### config.mk
export PLATFORM = sky130hd
export DESIGN_NAME = acc_ctrl_fsm
export DESIGN_NICKNAME = d
export VERILOG_FILES = /design/src/rtl/acc_ctrl_pkg.sv /design/src/rtl/acc_ctrl_decode.sv /design/src/rtl/acc_ctrl_fsm.sv
export SDC_FILE = /design/constraint.sdc
export NUM_CORES = 1
export LEC_CHECK = 0
export CORE_AREA = 10 10 47 49
export CTS_CLUSTER_SIZE = 28
export DETAILED_ROUTE_END_ITERATION = 8
export DIE_AREA = 0 0 57 59
export GPL_TIMING_DRIVEN = 0
export PLACE_DENSITY = 0.76
export SLEW_MARGIN = 0
export SYNTH_ARGS = -nofsm -noshare
export SYNTH_HDL_FRONTEND = slang
export SYNTH_SLANG_ARGS = --single-unit
### constraint.sdc
create_clock -name CLK -period 4.4 [get_ports CLK]
set_input_delay 1.32 -clock CLK [delete_from_list [all_inputs] [get_ports CLK]]
set_output_delay 1.32 -clock CLK [all_outputs]
set_load 0.02 [all_outputs]
### src/rtl/acc_ctrl_pkg.sv
// Shared definitions for the accumulator-machine control FSM.
// Opcodes, mux/ALU encodings, state encoding and opcode class bundle.
package acc_ctrl_pkg;

  localparam int OP_LI  = 0;
  localparam int OP_MVR = 1;
  localparam int OP_LW  = 2;
  localparam int OP_SW  = 3;
  localparam int OP_ADD = 4;
  localparam int OP_SUB = 5;
  localparam int OP_AND = 6;
  localparam int OP_OR  = 7;

  localparam logic [1:0] SRC_RA  = 2'd0;
  localparam logic [1:0] SRC_IMM = 2'd1;
  localparam logic [1:0] SRC_MDR = 2'd2;
  localparam logic [1:0] SRC_ALU = 2'd3;

  localparam logic [1:0] ALU_ADD = 2'd0;
  localparam logic [1:0] ALU_SUB = 2'd1;
  localparam logic [1:0] ALU_AND = 2'd2;
  localparam logic [1:0] ALU_OR  = 2'd3;

  typedef enum logic [2:0] {
    S_FETCH  = 3'd0,
    S_DECODE = 3'd1,
    S_EXEC   = 3'd2,
    S_MEM    = 3'd3,
    S_WB     = 3'd4,
    S_HALT   = 3'd5
  } state_t;

  typedef struct packed {
    logic imm;
    logic ra;
    logic load;
    logic store;
    logic alu;
    logic illegal;
  } op_class_t;

endpackage

### src/rtl/acc_ctrl_decode.sv
// Combinational opcode classifier for the accumulator control FSM.
// Produces a one-hot class bundle consumed by next-state and output logic.
module acc_ctrl_decode
  import acc_ctrl_pkg::*;
#(
  parameter int OPCODE_W = 4
) (
  input  logic [OPCODE_W-1:0] op,
  output op_class_t           cls
);

  always_comb begin
    cls = '0;
    unique case (op)
      OPCODE_W'(OP_LI):  cls.imm   = 1'b1;
      OPCODE_W'(OP_MVR): cls.ra    = 1'b1;
      OPCODE_W'(OP_LW):  cls.load  = 1'b1;
      OPCODE_W'(OP_SW):  cls.store = 1'b1;
      OPCODE_W'(OP_ADD),
      OPCODE_W'(OP_SUB),
      OPCODE_W'(OP_AND),
      OPCODE_W'(OP_OR):  cls.alu   = 1'b1;
      default:           cls.illegal = 1'b1;
    endcase
  end

endmodule

### src/rtl/acc_ctrl_fsm.sv
// Multi-cycle control FSM for a simple accumulator machine.
// Optional ACC_CTRL_ILLEGAL_TRAP_EN: illegal opcodes trap into HALT.
module acc_ctrl_fsm
  import acc_ctrl_pkg::*;
#(
  parameter int OPCODE_W = 4
) (
  input  logic                CLK,
  input  logic                Reset,
  input  logic [OPCODE_W-1:0] Opcode,
  input  logic                MemReady,
  output logic                MemRead,
  output logic                MemWrite,
  output logic                IRWrite,
  output logic                PCWrite,
  output logic                AccWrite,
  output logic [1:0]          AccSrc,
  output logic [1:0]          ALUOp,
  output logic                Illegal
);

  state_t              state;
  state_t              state_n;
  logic [OPCODE_W-1:0] op_q;
  logic [OPCODE_W-1:0] op_eff;
  op_class_t           cls;

  // DECODE classifies the live field; later states use the latched copy
  assign op_eff = (state == S_DECODE) ? Opcode : op_q;

  acc_ctrl_decode #(
    .OPCODE_W(OPCODE_W)
  ) u_decode (
    .op (op_eff),
    .cls(cls)
  );

  always_ff @(posedge CLK) begin
    if (Reset) begin
      state <= S_FETCH;
      op_q  <= '0;
    end else begin
      state <= state_n;
      if (state == S_DECODE)
        op_q <= Opcode;
    end
  end

  always_comb begin
    state_n  = state;
    MemRead  = 1'b0;
    MemWrite = 1'b0;
    IRWrite  = 1'b0;
    PCWrite  = 1'b0;
    AccWrite = 1'b0;
    AccSrc   = SRC_RA;
    ALUOp    = ALU_ADD;
    Illegal  = 1'b0;
    unique case (state)
      S_FETCH: begin
        MemRead = 1'b1;
        if (MemReady) begin
          IRWrite = 1'b1;
          PCWrite = 1'b1;
          state_n = S_DECODE;
        end
      end
      S_DECODE: begin
        unique case (1'b1)
          cls.imm,
          cls.ra:    state_n = S_WB;
          cls.load,
          cls.store: state_n = S_MEM;
          cls.alu:   state_n = S_EXEC;
`ifdef ACC_CTRL_ILLEGAL_TRAP_EN
          cls.illegal: state_n = S_HALT;
`else
          cls.illegal: state_n = S_FETCH;
`endif
          default:   state_n = S_FETCH;
        endcase
      end
      S_EXEC: begin
        ALUOp   = op_q[1:0];
        state_n = S_WB;
      end
      S_MEM: begin
        MemWrite = cls.store;
        MemRead  = !cls.store;
        if (MemReady)
          state_n = cls.store ? S_FETCH : S_WB;
      end
      S_WB: begin
        AccWrite = 1'b1;
        state_n  = S_FETCH;
        unique case (1'b1)
          cls.imm:  AccSrc = SRC_IMM;
          cls.load: AccSrc = SRC_MDR;
          cls.alu: begin
            AccSrc = SRC_ALU;
            ALUOp  = op_q[1:0];
          end
          default:  AccSrc = SRC_RA;
        endcase
      end
      S_HALT: begin
`ifdef ACC_CTRL_ILLEGAL_TRAP_EN
        Illegal = 1'b1;
        state_n = S_HALT;
`else
        state_n = S_FETCH;
`endif
      end
      default: state_n = S_FETCH;
    endcase
  end

endmodule

# ---- Word-level counts from Yosys, hierarchy flattened
# Index checks and enable logic that the tools add are counted.
dict set report word_totals {
  output_inout_bits 10
  in_bits 7
  elab_cells 42
  regBits 7
}
dict set report classes {
  reduce_logical 7
  n_eq_ne 13
  mux 20
}
# cell n
set ops {}
lappend ops {{$eq A4 B3 Y1 const B} 4}
lappend ops {{$pmux W3 S4} 1}
lappend ops {{$mux W1} 9}
lappend ops {{$mux W3} 3}
lappend ops {{$pmux W3 S3} 1}
lappend ops {{$eq A4 B2 Y1 const B} 2}
lappend ops {{$eq A3 B2 Y1 const B} 2}
lappend ops {{$pmux W2 S3} 1}
lappend ops {{$eq A4 B1 Y1 const B} 1}
lappend ops {{$logic_not A4 Y1} 1}
lappend ops {{$mux W2} 2}
lappend ops {{$mux W4} 1}
lappend ops {{$ne A2 B2 Y1 const B} 2}
lappend ops {{$pmux W2 S2} 1}
lappend ops {{$reduce_or A2 Y1} 2}
lappend ops {{$reduce_or A4 Y1} 1}
lappend ops {{$eq A3 B1 Y1 const B} 1}
lappend ops {{$eq A3 B3 Y1 const B} 1}
lappend ops {{$logic_not A3 Y1} 1}
lappend ops {{$pmux W1 S2} 1}
lappend ops {{$reduce_and A2 Y1} 1}
lappend ops {{$logic_not A1 Y1} 1}

# ---- Longest topological paths before layout
dict set report depth {
  word_depth 7
  mapped_depth 4
  mapped_depth_nobuf 3
}

# ---- By module
# Synthesis repeated with hierarchy kept, for this count alone.
dict set report hier_totals {
  hier_cells 63
  area_unflattened_um2 576.8
}
# module instances area_per_inst_um2 seq_area_each_um2 cells_each
set modules_own_cells {}
lappend modules_own_cells {acc_ctrl_fsm 1 530.5 140.1 57}
lappend modules_own_cells {acc_ctrl_decode 1 46.3 0.0 6}

# ---- Worst setup path before layout
# No wires, ideal clock.
dict set report synth_timing {
  path_kind {input port to output port}
  start {input MemReady}
  end {output PCWrite}
  n_path_buf 1
  t_required_ns 3.080
  stages 2
  path_slack_ns 0.922
  arrival_ns 2.158
  cell_sequence {nor3b_1 -> buf_4}
}
dict set report synth_between {
  elab_chain_len 2
}
# element line
set synth_rtl {}
lappend synth_rtl {{start: declaration} acc_ctrl_fsm.sv:11} ;# input logic MemReady,
lappend synth_rtl {{$mux W1} acc_ctrl_fsm.sv:62} ;# if (MemReady) begin
lappend synth_rtl {{$mux W1} acc_ctrl_fsm.sv:59} ;# unique case (state)
lappend synth_rtl {{end: declaration} acc_ctrl_fsm.sv:15} ;# output logic PCWrite,
# No other way between the ends.

# ---- Worst setup path after layout
# Ends and elaborated chain as after synthesis.

==> flow_summary.ini <==
[sta]
fin_crit_ns = 4.18
hold_viol = 0
setup_tns_ns = 0
maxSlewViolCount = 0
finalSetupViolations = 0
rsz0062_at_grt = no
skew_ns = 0.00497
max_freq_mhz = 239
finalCritPeriodShare_pct = 95.1

[placed_design]
dpl.hpwl_um = 819
port_buffers = 15
gp_congestion = 0.834

[worst_setup_path]
r2r_setup_slack_ns = 3.25
endpoint_kind = primary output
cp_data_required_time_ns = 3.08
r2r-end = op_q[1]
r2r_cells = 4
criticalPathCategory = primary input to primary output
endpoint = PCWrite
rr_startpoint = state[1]
worst-path-max-fanout = 5
critical_path.startpoint_type = primary input
cp-startpoint = MemReady
arrival_ns = 2.86

[cts]
worstSkewPairLatency_ns = 0.25
ctsRootBufferMaster = clkbuf_4
cts_tree = built
ctsHtreeMaxLevel = 1
post_cts.repair.setup_buffers = 0
cts_buffers = 3
cts_sinks = 7
cts.path.max_buffers = 2
cts_resized = 0
path_clk_slew_ns = 0.05
hold_buffers = 0

[synth]
yosysTopAreaCell = dfxtp_1
yosysTopAreaCellShare_pct = 29.8
synth_cells = 53
async_flop_share_pct = 0
synth.avg_cell_area_um2 = 8.88
synth_seq_cells = 7
synth_edf_count = 0
syn_nets = 60
ys_seq_area_share_pct = 29.8
yosys_warnings = 0
synth-main-ff-cell = dfxtp_1
synth_common_cells = 7 x dfxtp_1, 7 x nor2_1, 5 x mux2i_1
ys_types = 26
synth_area_leaders = dfxtp_1 30%, mux2i_1 11%, nor2_1 5.6%, buf_6 4.8%, nand4bb_1 4.8%
syn_area_um2 = 470

[flow_run]
cap_viol_max_count = 0

[die]
dieArea_um2 = 3360
num_rows = 14
die-width_um = 57
die_y_um = 59
coreArea_um2 = 1400
start_util_pct = 33.6
io_pins = 17

[min_path]
hp-class = flop to flop

[global_route]
grt_pass1_wl_um = 1860
grt_max_degree = 11
globalRouteOverflowTotal = 0
grt_usage_pct = 6.93
grt_pass1_vias = 421
antenna_found_initial = 0

[finish]
synthToLayoutAreaGrowth_pct = 41.8
drive_gt1_share_pct = 15.3
finalNetCount = 80
antenna_cells = 0
fin_util_pct = 47.6

[power_and_ir_drop]
p_leak_nw = 0.245
vdd.ir_drop.worst_uv = 133
power_density_nw_per_um2 = 263

[drt]
vias = 437
drt-total-wl_um = 1060
antenna_left = 0
drt-vias-per-instance = 4.97
first_pass_iters = 5
wire_per_inst_um = 12.0
drtIter0Drc = 6
drc = 0

[outcome]
outcome = finished clean
## cells by family after synthesis
logic type / synth area share [%]
other: 0.797
DFF: 29.8
and+or+nand+nor: 38.0
AOI/OAI and AO/OA: 11.7
muxes: 10.6
buffers and inverters: 9.04
## report_power, final
part	switching, mW	total (mW)	internal, mW
registers	0.00353	0.0710	0.0675
clock network	0.0235	0.0580	0.0346
logic	0.0211	0.0463	0.0251
## flip-flops by register name (all words and copies together), names as in the netlist
signal	flops
op_q	4
state	3
## cell type report
class                           instances  area, um^2
Fill cell                             148         734
Multi-Input combinational cell         41         288
Timing Repair Buffer                   15         150
Sequential cell                         7         140
Buffer                                  5        42.5
Clock buffer                            4        26.3
Tap cell                               16        20.0
## worst min path at each step
stage / start / endpoint / slack (ns) / depth (start not counted)
finish: op_q[3] / op_q[3] / 0.55 / 2
global route: op_q[0] / op_q[0] / 0.60 / 2
CTS: op_q[0] / op_q[0] / 0.56 / 2
detailed placement: op_q[0] / op_q[0] / 0.55 / 2
global placement: op_q[3] / op_q[3] / 0.54 / 2
floorplan: op_q[3] / op_q[3] / 0.49 / 2
## through the flow
stage | worst slack [ns] | total power, mW | instance area, um^2 | instances | hold WS (ns)
final | 0.216 | 0.175 | 667 | 88 | 0.555
after CTS | 0.201 | 0.178 | 667 | 88 | 0.558
after detailed placement | 0.212 | 0.119 | 641 | 84 | 0.547
after global routing | 0.133 | 0.186 | 667 | 88 | 0.600
after floorplan | 0.922 | 0.100 | 470 | 53 | 0.490
after global placement | 0.220 | 0.118 | 641 | 84 | 0.539
## critical path, cell delays in order
cell,delay [ns]
clkdlybuf4s50_1,0.54
nor3b_1,0.26
buf_4,0.15
clkdlybuf4s50_1,0.59
## per-layer routing
metal  global-route usage (%)  wire, um  vias up
li1                         -         -      224
met1                     7.66       493      196
met2                     9.92       481       15
met3                     2.36        70        2
met4                     7.05        10        0
met5                        0         0        -
## layout by cell type (no fill, tap or decap), types with 2 or more instances in the layout
master           synthesis  routed
clkdlybuf4s50_1          0      15
nor2_1                   7       7
dfxtp_1                  7       7
mux2i_1                  5       5
o21ai_0                  3       3
clkbuf_4                 0       3
buf_6                    2       2
nand4bb_1                2       2
a21oi_1                  2       2
and2_1                   2       2
nor2b_1                  2       2
o21a_1                   2       2
nor3b_1                  2       2
nor4b_1                  2       2
buf_4                    2       2
No activity file was read; power rests on OpenSTA's default activity.
